`src/rtl/mmio_blocking_responder_if.sv`:
```
// Bus bundle between the core's blocking load/store queues and the MMIO responder.
// The master modport is the core side; the slave modport is the responder side.
interface mmio_blocking_responder_if;
    logic        load_empty_in;
    logic [31:0] load_addr_in;
    logic        load_rden_out;
    logic        load_rdy_in;
    logic        load_valid_out;
    logic [31:0] load_result_out;
    logic        store_empty_in;
    logic [31:0] store_addr_in;
    logic [31:0] store_value_in;
    logic        store_rden_out;

    modport master (
        output load_empty_in, load_addr_in, load_rdy_in,
        output store_empty_in, store_addr_in, store_value_in,
        input  load_rden_out, load_valid_out, load_result_out, store_rden_out
    );

    modport slave (
        input  load_empty_in, load_addr_in, load_rdy_in,
        input  store_empty_in, store_addr_in, store_value_in,
        output load_rden_out, load_valid_out, load_result_out, store_rden_out
    );
endinterface

```
`src/rtl/mmio_blocking_responder.sv`:
```
// MMIO responder for the core's blocking load/store queues: ID, cycle counter, doorbell and scratch registers.
// Define MMIO_RESPONDER_STATS_EN to add load/store/bad-access counters at BASE_ADDR+0x100..0x108.
module mmio_blocking_responder #(
    parameter logic [31:0] BASE_ADDR    = 32'h1000_0000,
    parameter int          NUM_REGS     = 16,
    parameter int          READ_LATENCY = 1,
    parameter logic [31:0] ID_VALUE     = 32'h4B41_4E41
) (
    input  logic                       clk,
    input  logic                       rst,
    mmio_blocking_responder_if.slave   bus,
    output logic                       doorbell_out
);

    localparam int          IDX_W         = $clog2(NUM_REGS);
    localparam logic [31:0] UNMAPPED_DATA = 32'hDEAD_BEEF;

    typedef enum logic [1:0] {IDLE, WAIT, RESP} state_t;

    state_t      state_q, state_d;
    logic [2:0]  wait_q, wait_d;
    logic [31:0] result_q, result_d;
    logic [31:0] cycle_q, cycle_d;
    logic        doorbell_q, doorbell_d;
    logic [31:0] regs_q [NUM_REGS];
    logic [31:0] regs_d [NUM_REGS];

    logic        store_pop;
    logic        load_pop;
    logic        load_valid;
    logic        load_hit;
    logic        load_bad;
    logic        store_writable;
    logic [31:0] load_off;
    logic [31:0] store_off;
    logic [31:0] load_data;

    function automatic logic [31:0] word_offset(input logic [31:0] addr);
        return (addr - BASE_ADDR) >> 2;
    endfunction

    // The addr >= BASE_ADDR term keeps addresses below the bank from wrapping into it.
    function automatic logic is_mapped(input logic [31:0] addr);
        return (addr[1:0] == 2'b00) && (addr >= BASE_ADDR) &&
               (word_offset(addr) < 32'(NUM_REGS));
    endfunction

`ifdef MMIO_RESPONDER_STATS_EN
    localparam logic [31:0] STAT_LOADS_ADDR  = BASE_ADDR + 32'h100;
    localparam logic [31:0] STAT_STORES_ADDR = BASE_ADDR + 32'h104;
    localparam logic [31:0] STAT_BAD_ADDR    = BASE_ADDR + 32'h108;

    logic [31:0] stat_loads_q, stat_loads_d;
    logic [31:0] stat_stores_q, stat_stores_d;
    logic [31:0] stat_bad_q, stat_bad_d;
    logic        load_is_stat;
`endif

    always_comb begin
        load_off       = word_offset(bus.load_addr_in);
        store_off      = word_offset(bus.store_addr_in);
        load_hit       = is_mapped(bus.load_addr_in);
        store_writable = is_mapped(bus.store_addr_in) && (store_off >= 32'd2);
        load_data      = UNMAPPED_DATA;
        if (load_hit) begin
            if (load_off == 32'd0) begin
                load_data = ID_VALUE;
            end else if (load_off == 32'd1) begin
                load_data = cycle_q;
            end else begin
                load_data = regs_q[load_off[IDX_W-1:0]];
            end
        end
`ifdef MMIO_RESPONDER_STATS_EN
        // Counters report their value before the current pop is counted.
        load_is_stat = 1'b1;
        if (bus.load_addr_in == STAT_LOADS_ADDR) begin
            load_data = stat_loads_q;
        end else if (bus.load_addr_in == STAT_STORES_ADDR) begin
            load_data = stat_stores_q;
        end else if (bus.load_addr_in == STAT_BAD_ADDR) begin
            load_data = stat_bad_q;
        end else begin
            load_is_stat = 1'b0;
        end
        load_bad = !load_hit && !load_is_stat;
`else
        load_bad = !load_hit;
`endif
    end

    // Pops are gated while reset is held so every output reads 0 during reset.
    always_comb begin
        state_d    = state_q;
        wait_d     = wait_q;
        result_d   = result_q;
        store_pop  = 1'b0;
        load_pop   = 1'b0;
        load_valid = 1'b0;
        case (state_q)
            IDLE: begin
                if (rst) begin
                    if (!bus.store_empty_in) begin
                        store_pop = 1'b1;
                    end else if (!bus.load_empty_in) begin
                        load_pop = 1'b1;
                        result_d = load_data;
                        wait_d   = 3'd1;
                        state_d  = (READ_LATENCY > 1) ? WAIT : RESP;
                    end
                end
            end
            WAIT: begin
                if (wait_q == 3'(READ_LATENCY - 1)) begin
                    state_d = RESP;
                end else begin
                    wait_d = wait_q + 3'd1;
                end
            end
            RESP: begin
                load_valid = bus.load_rdy_in;
                if (bus.load_rdy_in) begin
                    state_d = IDLE;
                end
            end
            default: state_d = IDLE;
        endcase
    end

    always_comb begin
        cycle_d    = cycle_q + 32'd1;
        doorbell_d = store_pop && store_writable && (store_off == 32'd2);
        regs_d     = regs_q;
        if (store_pop && store_writable) begin
            regs_d[store_off[IDX_W-1:0]] = bus.store_value_in;
        end
    end

`ifdef MMIO_RESPONDER_STATS_EN
    always_comb begin
        stat_loads_d  = stat_loads_q;
        stat_stores_d = stat_stores_q;
        stat_bad_d    = stat_bad_q;
        if (load_pop) begin
            stat_loads_d = stat_loads_q + 32'd1;
        end
        if (store_pop) begin
            stat_stores_d = stat_stores_q + 32'd1;
        end
        if ((load_pop && load_bad) || (store_pop && !store_writable)) begin
            stat_bad_d = stat_bad_q + 32'd1;
        end
    end

    always_ff @(posedge clk or negedge rst) begin
        if (!rst) begin
            stat_loads_q  <= '0;
            stat_stores_q <= '0;
            stat_bad_q    <= '0;
        end else begin
            stat_loads_q  <= stat_loads_d;
            stat_stores_q <= stat_stores_d;
            stat_bad_q    <= stat_bad_d;
        end
    end
`endif

    always_ff @(posedge clk or negedge rst) begin
        if (!rst) begin
            state_q    <= IDLE;
            wait_q     <= '0;
            result_q   <= '0;
            cycle_q    <= '0;
            doorbell_q <= 1'b0;
            for (int i = 0; i < NUM_REGS; i++) begin
                regs_q[i] <= '0;
            end
        end else begin
            state_q    <= state_d;
            wait_q     <= wait_d;
            result_q   <= result_d;
            cycle_q    <= cycle_d;
            doorbell_q <= doorbell_d;
            regs_q     <= regs_d;
        end
    end

    assign bus.load_rden_out   = load_pop;
    assign bus.store_rden_out  = store_pop;
    assign bus.load_valid_out  = load_valid;
    assign bus.load_result_out = result_q;
    assign doorbell_out        = doorbell_q;

endmodule

```
`src/flat_wrapper.sv`:
```
// flat-port wrapper written by rule: the top's interface ports become plain ports
module mmio_blocking_responder_flat 
#(
    parameter logic [31:0] BASE_ADDR    = 32'h1000_0000,
    parameter int          NUM_REGS     = 16,
    parameter int          READ_LATENCY = 1,
    parameter logic [31:0] ID_VALUE     = 32'h4B41_4E41
)
  (clk, rst, doorbell_out, bus_load_empty_in, bus_load_addr_in, bus_load_rdy_in, bus_store_empty_in, bus_store_addr_in, bus_store_value_in, bus_load_rden_out, bus_load_valid_out, bus_load_result_out, bus_store_rden_out);
  mmio_blocking_responder_if bus_i ();
  input  logic clk;
  input  logic rst;
  output logic doorbell_out;
  input wire logic [$bits(bus_i.load_empty_in)-1:0] bus_load_empty_in;
  input wire logic [$bits(bus_i.load_addr_in)-1:0] bus_load_addr_in;
  input wire logic [$bits(bus_i.load_rdy_in)-1:0] bus_load_rdy_in;
  input wire logic [$bits(bus_i.store_empty_in)-1:0] bus_store_empty_in;
  input wire logic [$bits(bus_i.store_addr_in)-1:0] bus_store_addr_in;
  input wire logic [$bits(bus_i.store_value_in)-1:0] bus_store_value_in;
  output wire logic [$bits(bus_i.load_rden_out)-1:0] bus_load_rden_out;
  output wire logic [$bits(bus_i.load_valid_out)-1:0] bus_load_valid_out;
  output wire logic [$bits(bus_i.load_result_out)-1:0] bus_load_result_out;
  output wire logic [$bits(bus_i.store_rden_out)-1:0] bus_store_rden_out;
  assign bus_i.load_empty_in = bus_load_empty_in;
  assign bus_i.load_addr_in = bus_load_addr_in;
  assign bus_i.load_rdy_in = bus_load_rdy_in;
  assign bus_i.store_empty_in = bus_store_empty_in;
  assign bus_i.store_addr_in = bus_store_addr_in;
  assign bus_i.store_value_in = bus_store_value_in;
  assign bus_load_rden_out = bus_i.load_rden_out;
  assign bus_load_valid_out = bus_i.load_valid_out;
  assign bus_load_result_out = bus_i.load_result_out;
  assign bus_store_rden_out = bus_i.store_rden_out;
  mmio_blocking_responder #(.BASE_ADDR(BASE_ADDR), .NUM_REGS(NUM_REGS), .READ_LATENCY(READ_LATENCY), .ID_VALUE(ID_VALUE)) u_core (.clk(clk), .rst(rst), .bus(bus_i), .doorbell_out(doorbell_out));
endmodule
```
`config.mk`:
```
export PLATFORM = sky130hd
export DESIGN_NAME = mmio_blocking_responder_flat
export DESIGN_NICKNAME = d
export VERILOG_FILES = /design/src/rtl/mmio_blocking_responder_if.sv /design/src/rtl/mmio_blocking_responder.sv /design/src/flat_wrapper.sv
export SDC_FILE = /design/constraint.sdc
export NUM_CORES = 1
export LEC_CHECK = 0
export ABC_CLOCK_PERIOD_IN_PS = 3500
export BUFFER_PORTS_ARGS = -buffer_cell sky130_fd_sc_hd__buf_2
export CAP_MARGIN = 20
export CORE_MARGIN = 5
export CORE_UTILIZATION = 30
export CTS_CLUSTER_DIAMETER = 40
export CTS_CLUSTER_SIZE = 24
export DETAILED_ROUTE_END_ITERATION = 10
export GPL_ROUTABILITY_DRIVEN = 0
export HOLD_SLACK_MARGIN = 0.1
export SLEW_MARGIN = 10
export SYNTH_ARGS = -nofsm -noshare
export SYNTH_HDL_FRONTEND = slang
export SYNTH_SLANG_ARGS = --single-unit
```
`constraint.sdc`:
```
create_clock -name clk -period 3.5 [get_ports clk]
set_input_delay 0.35 -clock clk [delete_from_list [all_inputs] [get_ports clk]]
set_output_delay 0.35 -clock clk [all_outputs]
set_load 0.02 [all_outputs]
```
After elaboration in Yosys (flattened, before gate mapping) --
Cells that the tools add are included.
Cells by class: bitwise logic cells 3, multiplexer cells 28, $add $sub $neg 4, eq/ne operators 10, reductions and logical operators 17, order comparisons 8
Operator list (count):
- $bwmux 512 | 1
- $mux 32 | 6
- $bmux 32 s4 | 1
- $demux 32 s4 | 1
- $ge 32x29->1 const B | 2
- $sub 32x29->32 const B | 2
- $lt 30x5->1 const B | 2
- $add 32x1->32 const B | 1
- $logic_not 32->1 | 1
- $eq 30x1->1 const B | 1
- $eq 30x2->1 const B | 1
- $ge 30x2->1 const B | 1
- $mux 3 | 4
- $ge 5x5->1 const B | 2
- $mux 2 | 5
- $ne 2x2->1 const B | 5
- $not 4->5 | 2
- $reduce_and 5->1 | 2
- $logic_and 1x1->1 | 8
- $mux 1 | 8
- $logic_not 2->1 | 3
- $pmux 2 s3 | 1
- $pmux 3 s2 | 1
- $lt 5x1->1 const B | 1
- other kinds (8) | 8
Word-level totals: flip-flop bits (word level) 582, output and inout bits 36

Depth between registers and ports, before layout --
Gate-level depths: netlist of the first run.
word-level depth 8, depth in mapped cells 9, depth with buffers taken out 6

Least setup slack after synthesis of the first run --
Ideal clock, no wire load.
kind register to register, from register u_core.state_q[1], to register u_core.regs_q[321] (netlist bit), path buffers 3, period minus slack after synthesis 2479 ps, setup time 125 ps, arrival time 2353 ps, cell stages (with the launch flop) 9, path slack 1021 ps, path through dfrtp_1 nor3b_2 nand4_1 or2_1 buf_6 buf_6 nor4b_4 buf_6 mux2_4
Between the ends: longest elaborated chain between the ends 3
RTL lines:
- from (decl) | RTL line mmio_blocking_responder.sv:20 | state_t state_q, state_d;
- from (signal assigned) | RTL line mmio_blocking_responder.sv:179 | state_q <= state_d;
- $logic_not 2->1 | RTL line mmio_blocking_responder.sv:100 | case (state_q)
- $mux 1 | RTL line mmio_blocking_responder.sv:100
- via bus_store_rden_out | RTL line flat_wrapper.sv:23 | output wire logic [$bits(bus_i.store_rden_out)-1:0] bus_store_rden_out;
- $logic_and 1x1->1 | RTL line mmio_blocking_responder.sv:134 | if (store_pop && store_writable) begin
- to (signal assigned) | RTL line mmio_blocking_responder.sv:184 | regs_q <= regs_d;
- to (decl) | RTL line mmio_blocking_responder.sv:25 | logic [31:0] regs_q [NUM_REGS];
The timed path passes the listed nets, and every way through them passes these cells. A chain may end at the register's enable or synchronous reset.

Final worst setup path of the first run --
from input port rst, to output port bus_load_rden_out
Between the ends: longest elaborated chain between the ends 2
RTL lines:
- from (decl) | RTL line flat_wrapper.sv:12 | input logic rst;
- $mux 1 | RTL line mmio_blocking_responder.sv:102 | if (rst) begin
- $mux 1 | RTL line mmio_blocking_responder.sv:100
- to (decl) | RTL line flat_wrapper.sv:20 | output wire logic [$bits(bus_i.load_rden_out)-1:0] bus_load_rden_out;
No other way between the ends.

==> metrics.md, run 1 <==
| Metric | Value |
|---|---|
| Overall Power | between 0.01 and 0.015 W |
| Vias in the first global route | 15,550 |
| Final hold vios | 0 |
| Fin nets | 1,827 |
| Register area share after synthesis | 0.5567 |
| Wirelength per Cell | 22.63 um |
| CTS tree | built |
| Slew Viols, Final | 0 |
| Unique masters post-synth | 49 |
| Cell with the most instances after synthesis | dfrtp_1 |
| Initial DRC count | 875 |
| Fraction of registers with async set/reset | 1.000 |
| First-pass GRT wire length | 97,890 um |
| Pre-antenna DRT Iters | 4 |
| Psw | around 0.0033 W |
| Syn Nets | about 1,700 |
| Sequential share of power | 0.449 |
| Clock Latency Late Sink | between 0.5 and 0.6 ns |
| Status | finished clean |
| Antenna violations before repair | 12 |
| CTS resizes | 0 |
| Synth Instances | 1,619 |
| Area Overhead vs Synth | 17.87% |
| RSZ-0062 raised after global routing | no |
| Root Buffer | clkbuf_16 |
| Clock buffers created by TritonCTS | 69 |
| Worst Clk Skew | roughly 0.022 ns |
| Largest net degree at the start of global routing | about 170 |
| Final Core Density | 0.3565 |
| Htree depth | 3 |
| Share of cells above drive strength 1 | 0.4741 |
| Syn_area_per_cell | 15.05 sq um |
| Max Root-Sink Buffers | 3 |
| Num ports | 137 |
| Yosys warning count | 0 |
| Core area | 80,550 sq um |
| Met1 WL | 28,010 um |
| Net Sw Frac | 0.2324 |
| Starting Density | 0.3025 |
| Clock transition at path regs | 0.06 ns |
| Final hold slack | about 0.16 ns |
| Synthesized area | 24,360 sq um |
| Die Y | ~290 um |
| Routed length on met3 | 3798 um |
| P_int | 0.01074 W |
| CP Max Fanout | 92 |
| Leak pwr | 13.60 nW |
| Tmin final | 3.101 ns |
| Worst setup path class | in -> out |
| Placed cell area | ~26,000 sq um |
| Port buffer count | 136 |
| Critical path data arrival time | 2.75 ns |
| Vias per cell | slightly above 5 |
| Worst Path Required | 3.15 ns |
| Top cells by area, synth | dfrtp_1 (56%), mux2_2 (18%), mux4_2 (9.7%) |
| PD cells | 487.1 nW/um^2 |
| Cell area after layout | 28,720 sq um |
| Post-synth top area cell | dfrtp_1 |
| Number of remaining DRC errors | 0 |
| Top layer in use | met5 |
| Synthesized flop and latch total | 542 |
| Hold WC Path Type | in -> reg |
| Slew HR | 0.2165 |
| Max VDD drop | about 0.00029 V |
| Post-synth top flop | dfrtp_1 |
| HPWL after DPL | 39,960 um |
| Setup violations, final | 0 |
| Worst-Margin Slew | ~1.2 ns |
| Die width | 295.0 um |
| Met2 routed WL | 30,830 um |
| Critical path startpoint category | input port |
| Rows | around 100 |
| Die Area | 87,020 sq um |
| # hold bufs at CTS | 2 |
| Remaining antenna violation count | 0 |
| Total grt overflow | 0 |
| Total negative setup slack | 0 ns |
| Final period utilization | 0.8861 |
| Clk pwr share | 0.510 |
| Via Count | 14,280 |
| Max Fclk | 322.4 MHz |
| Post-CTS Repair Setup Buffers | 0 |
| Synth cell count leaders | dfrtp_1 (542), mux2_2 (381), mux4_2 (105), clkbuf_1 (95), nor2_1 (60) |
| Post-synth EDFFs | 0 |
| CP endpoint kind | output pin |
| Final-layout fill cell count | 7,592 |
| Comb power frac | 0.041 |
| Number of max-cap violations | 0 |
| Post-Route WL | 64,240 um |
| CTS sink cnt | between 500 and 600 |
| GRT Overall Usage | 0.1475 |
| Synth top area share | 0.5567 |
## registers in the layout, indices dropped and copies added, names as in the netlist
register and count:
u_core.regs_q 476, u_core.bus.load_result_out 32, u_core.state_q 1, u_core.doorbell_out 1, u_core.cycle_q 32
## critical path, cell delays in order
cell and delay (ns):
dlygate4sd3_1 0.59, buf_8 0.17, buf_12 0.42, nand4bb_1 0.21, buf_4 0.23, inv_2 0.42, buf_2 0.27
## cell usage in the layout (no fill, tap or decap), drive strengths merged, types with 18 or more instances in the layout
| master | count |
|---|---|
| dfrtp | 542 |
| mux2 | 448 |
| buf | 190 |
| mux4 | 105 |
| clkbuf | 81 |
| nor2 | 60 |
| nand2 | 36 |
| mux2i | 28 |
| xnor2 | 23 |
| o221ai | 20 |
| a211o | 20 |
| a22oi | 18 |
## per-stage QoR
step	setup slack [ns]	instances
2_1_floorplan	1.021	1619
3_3_place_gp	0.6613	2711
3_5_place_dp	0.6861	2711
4_1_cts	0.3418	2835
5_1_grt	0.2033	2836
6_report	0.3987	2838
## cell families (layout without fill, tap and decap cells)
group | Yosys count | after routing | synth area share
fa+ha+maj | 1 | 1 | 0.0005134
simple gates | 199 | 199 | 0.04755
buf+inv | 164 | 321 | 0.03230
compound gates | 102 | 102 | 0.03194
flops | 542 | 542 | 0.5567
mux | 581 | 581 | 0.3202
xor+xnor | 30 | 30 | 0.01078
other cells | 0 | 2 | 0
## area by class of cell
| cell class | instances | area, sq um | area share |
|---|---|---|---|
| Clock inverter | 42 | 478.0 | 0.01664 |
| Inverter | 6 | 22.52 | 0.0007842 |
| Multi-Input combinational cell | 913 | 10060 | 0.3502 |
| Sequential cell | 542 | 13560 | 0.4723 |
| Clock buffer | 80 | 1851 | 0.06444 |
| Timing Repair Buffer | 193 | 1418 | 0.04936 |
| Tap cell | 1060 | 1326 | 0.04618 |
| Antenna cell | 2 | 5.005 | 0.0001743 |
## worst paths after layout
| kind | cells past startpoint | startpoint | end | slack (ns) |
|---|---|---|---|---|
| setup reg to reg | 8 | u_core.state_q[1]$_DFFE_PN0P_ | u_core.regs_q[320]$_DFFE_PN0P_ | 0.87 |
| setup / recovery | 7 | rst | bus_load_rden_out | 0.40 |
| hold / removal | 2 | bus_store_value_in[26] | u_core.regs_q[442]$_DFFE_PN0P_ | 0.16 |
| hold reg to reg | 0 | u_core.regs_q[456]$_DFFE_PN0P_ | u_core.regs_q[456]$_DFFE_PN0P_ | 0.37 |
| min in group asynchronous | 3 | rst | u_core.regs_q[38]$_DFFE_PN0P_ | 0.51 |
| max in group asynchronous | 5 | rst | u_core.regs_q[53]$_DFFE_PN0P_ | 1.11 |
## power groups by stage
| stage | clock network (W) | registers, W | logic, W |
|---|---|---|---|
| detailed placement | 0 | 0.00639 | 0.000582 |
| global placement | 0 | 0.00639 | 0.000566 |
| floorplan | 0 | 0.00639 | 0.000231 |
| CTS | 0.00730 | 0.00627 | 0.000585 |
| global route | 0.00757 | 0.00627 | 0.000635 |
| finish | 0.00714 | 0.00628 | 0.000578 |
## metal layers
metal,track usage,vias to the layer above
met4,0.04529,10
met3,0.03418,108
met1,0.1965,7632
met5,0,-
li1,-,6178
met2,0.2417,349
Note: power is estimated with default switching activity, not from simulation.
==> run 2: changes to the inputs <==
--- a/config.mk
+++ b/config.mk
@@ -8,8 +8,8 @@
 export ABC_CLOCK_PERIOD_IN_PS = 3500
 export BUFFER_PORTS_ARGS = -buffer_cell sky130_fd_sc_hd__buf_2
 export CAP_MARGIN = 20
-export CORE_MARGIN = 5
 export CORE_UTILIZATION = 30
+export CTS_BUF_LIST = sky130_fd_sc_hd__clkbuf_2
 export CTS_CLUSTER_DIAMETER = 40
 export CTS_CLUSTER_SIZE = 24
 export DETAILED_ROUTE_END_ITERATION = 10
==> metrics.md, run 2 (synthesis results as in run 1) <==
| Metric | Value |
|---|---|
| HPWL after DPL | 40,460 um |
| Hold depth | 3 |
| Rows | 104 |
| Top layer in use | met5 |
| Share of cells above drive strength 1 | 0.4592 |
| Clock transition at path regs | 0.21 ns |
| Htree depth | 3 |
| Post-Route WL | 65,030 um |
| Max VDD drop | between 0.00015 and 0.0002 V |
| Critical path data arrival time | 4.41 ns |
| Total negative setup slack | 0 ns |
| Num ports | 137 |
| Biggest register | u_core.regs_q |
| Hold Crit Start | bus_store_value_in[6] |
| Die width | ~290 um |
| Setup slack, reg-to-reg | 0.15 ns |
| Clock Latency Late Sink | 1.10 ns |
| Worst R2R End | u_core.bus.load_result_out[8]$_DFFE_PN0P_ |
| Slew Viols, Final | 0 |
| Via Count | about 15,000 |
| Setup violations, final | 0 |
| Worst Clk Skew | 0.1148 ns |
| Wirelength per Cell | 22.23 um |
| Max reg flops | approximately 480 |
| Final hold vios | 0 |
| Worst Path Required | 4.56 ns |
| Pre-antenna DRT Iters | 5 |
| Critical path startpoint category | register |
| First-pass GRT wire length | 99,880 um |
| GRT Overall Usage | 0.1600 |
| Port buffer count | between 100 and 150 |
| CP Max Fanout | 14 |
| PD cells | 386.7 nW/um^2 |
| Worst setup path class | reg -> reg |
| Root Buffer | clkbuf_2 |
| CTS tree | built |
| Max Root-Sink Buffers | 3 |
| Most frequent cells in the layout | dfrtp_1 (542), mux2_2 (381), buf_2 (133) |
| R2R Path Start | u_core.state_q[1]$_DFFE_PN0P_ |
| Slew HR | 0.2876 |
| Tmin final | 3.348 ns |
| Starting Density | 0.3030 |
| Most common cell after layout, fill and taps aside | dfrtp_1 |
| CTS sink cnt | 542 |
| Post-CTS Repair Setup Buffers | 0 |
| Area Overhead vs Synth | 15.05% |
| Largest net degree at the start of global routing | 159 |
| Routed length on met3 | approximately 3300 um |
| Worst-Margin Slew | 1.065 ns |
| Initial DRC count | 932 |
| Met2 routed WL | 30,460 um |
| Die Y | between 200 and 300 um |
| Core area | approximately 80,000 sq um |
| Antenna violations before repair | 5 |
| Placed cell area | approximately 26,000 sq um |
| Remaining antenna violation count | 0 |
| Fin nets | 1,910 |
| Cell area after layout | 28,030 sq um |
| Number of remaining DRC errors | 0 |
| Leak pwr | 13.45 nW |
| Max Fclk | 298.7 MHz |
| Final-layout fill cell count | 7,813 |
| Number of max-cap violations | 0 |
| Status | finished clean |
| FF-to-FF path depth | 9 |
| Vias per cell | 5.006 |
| CP endpoint kind | register |
| Total grt overflow | 0 |
| Clock buffers created by TritonCTS | 73 |
| WHS Endpoint | u_core.regs_q[326]$_DFFE_PN0P_ |
| Final period utilization | 0.9565 |
| Die Area | 82,360 sq um |
| Met1 WL | 29,100 um |
| RSZ-0062 raised after global routing | no |
| Hold WC Path Type | in -> reg |
| Vias in the first global route | between 15,000 and 20,000 |
[run 2: cell types whose count changed in the layout (fill, tap and decap cells not counted), moves of 4 or more]
cell / delta
clkbuf_8: -4
clkbuf_16: -70
buf_12: -11
clkbuf_2: +83
clkinvlp_4: -4
clkbuf_1: -5
buf_4: +10
dlygate4sd3_1: +77
[run 2: worst max-delay path, stage by stage (launching register included)]
cell	delay [ns]
dfrtp_1	0.45
nand4bb_1	0.19
buf_4	0.20
nor3_1	0.17
dlygate4sd3_1	0.63
nand4b_1	0.11
dlygate4sd3_1	0.59
buf_4	0.22
nor3_1	0.58
a211o_1	0.18
[run 2: worst max-delay path by stage]
stage	startpoint	end	slack [ns]	cells after the start
finish	u_core.state_q[1]$_DFFE_PN0P_	u_core.bus.load_result_out[8]$_DFFE_PN0P_	0.15	9
global route	u_core.state_q[1]$_DFFE_PN0P_	u_core.bus.load_result_out[14]$_DFFE_PN0P_	0.01	9
CTS	u_core.state_q[1]$_DFFE_PN0P_	u_core.regs_q[99]$_DFFE_PN0P_	0.04	9
detailed placement	bus_store_addr_in[18]	u_core.regs_q[207]$_DFFE_PN0P_	0.82	8
global placement	bus_store_addr_in[6]	u_core.regs_q[207]$_DFFE_PN0P_	0.75	8
floorplan	u_core.state_q[1]$_DFFE_PN0P_	u_core.regs_q[321]$_DFFE_PN0P_	1.02	8
[run 2: report_power, final]
group,internal [W],leakage (nW),switching (W)
combinational,0.000209,5.41,0.000430
clock,0.00140,0.596,0.00252
sequential,0.00627,7.44,0.00000357
[run 2: what timing repair did]
item	CTS	global route
endpoints found under the setup margin	0	5
hold buffers	80	0
gates resized for setup	0	3
hold endpoints to repair	815	0
[run 2: cell type report]
cell class	instances	area, sq um	area share
clock inverter	48	549.3	0.01960
antenna	1	2.502	0.00008927
timing repair buffer	272	2091	0.07459
multi-input combinational	913	10060	0.3589
sequential	542	13560	0.4839
clock buffer	83	415.4	0.01482
tap	1060	1326	0.04732
inverter	6	22.52	0.0008035
[run 2: per-stage QoR]
stage / power, W / setup WS, ns / util / std cells / hold WS, ns
after floorplan: 0.006624 / 1.021 / - / 1619 / 0.05441
after detailed placement: 0.006972 / 0.8227 / 0.3261 / 2712 / 0.3635
after global placement: 0.006961 / 0.7545 / 0.3261 / 2712 / 0.3604
after CTS: 0.01102 / 0.03721 / 0.3480 / 2923 / 0.1006
final: 0.01084 / 0.1521 / 0.3486 / 2925 / 0.2350
after global routing: 0.01134 / 0.01485 / 0.3486 / 2925 / 0.1777
[run 2: layer usage]
| metal | GRT usage | up-vias |
|---|---|---|
| met1 | 0.2183 | 7796 |
| met4 | 0.06503 | 8 |
| li1 | - | 6361 |
| met2 | 0.2506 | 376 |
| met5 | 0 | - |
| met3 | 0.02913 | 101 |
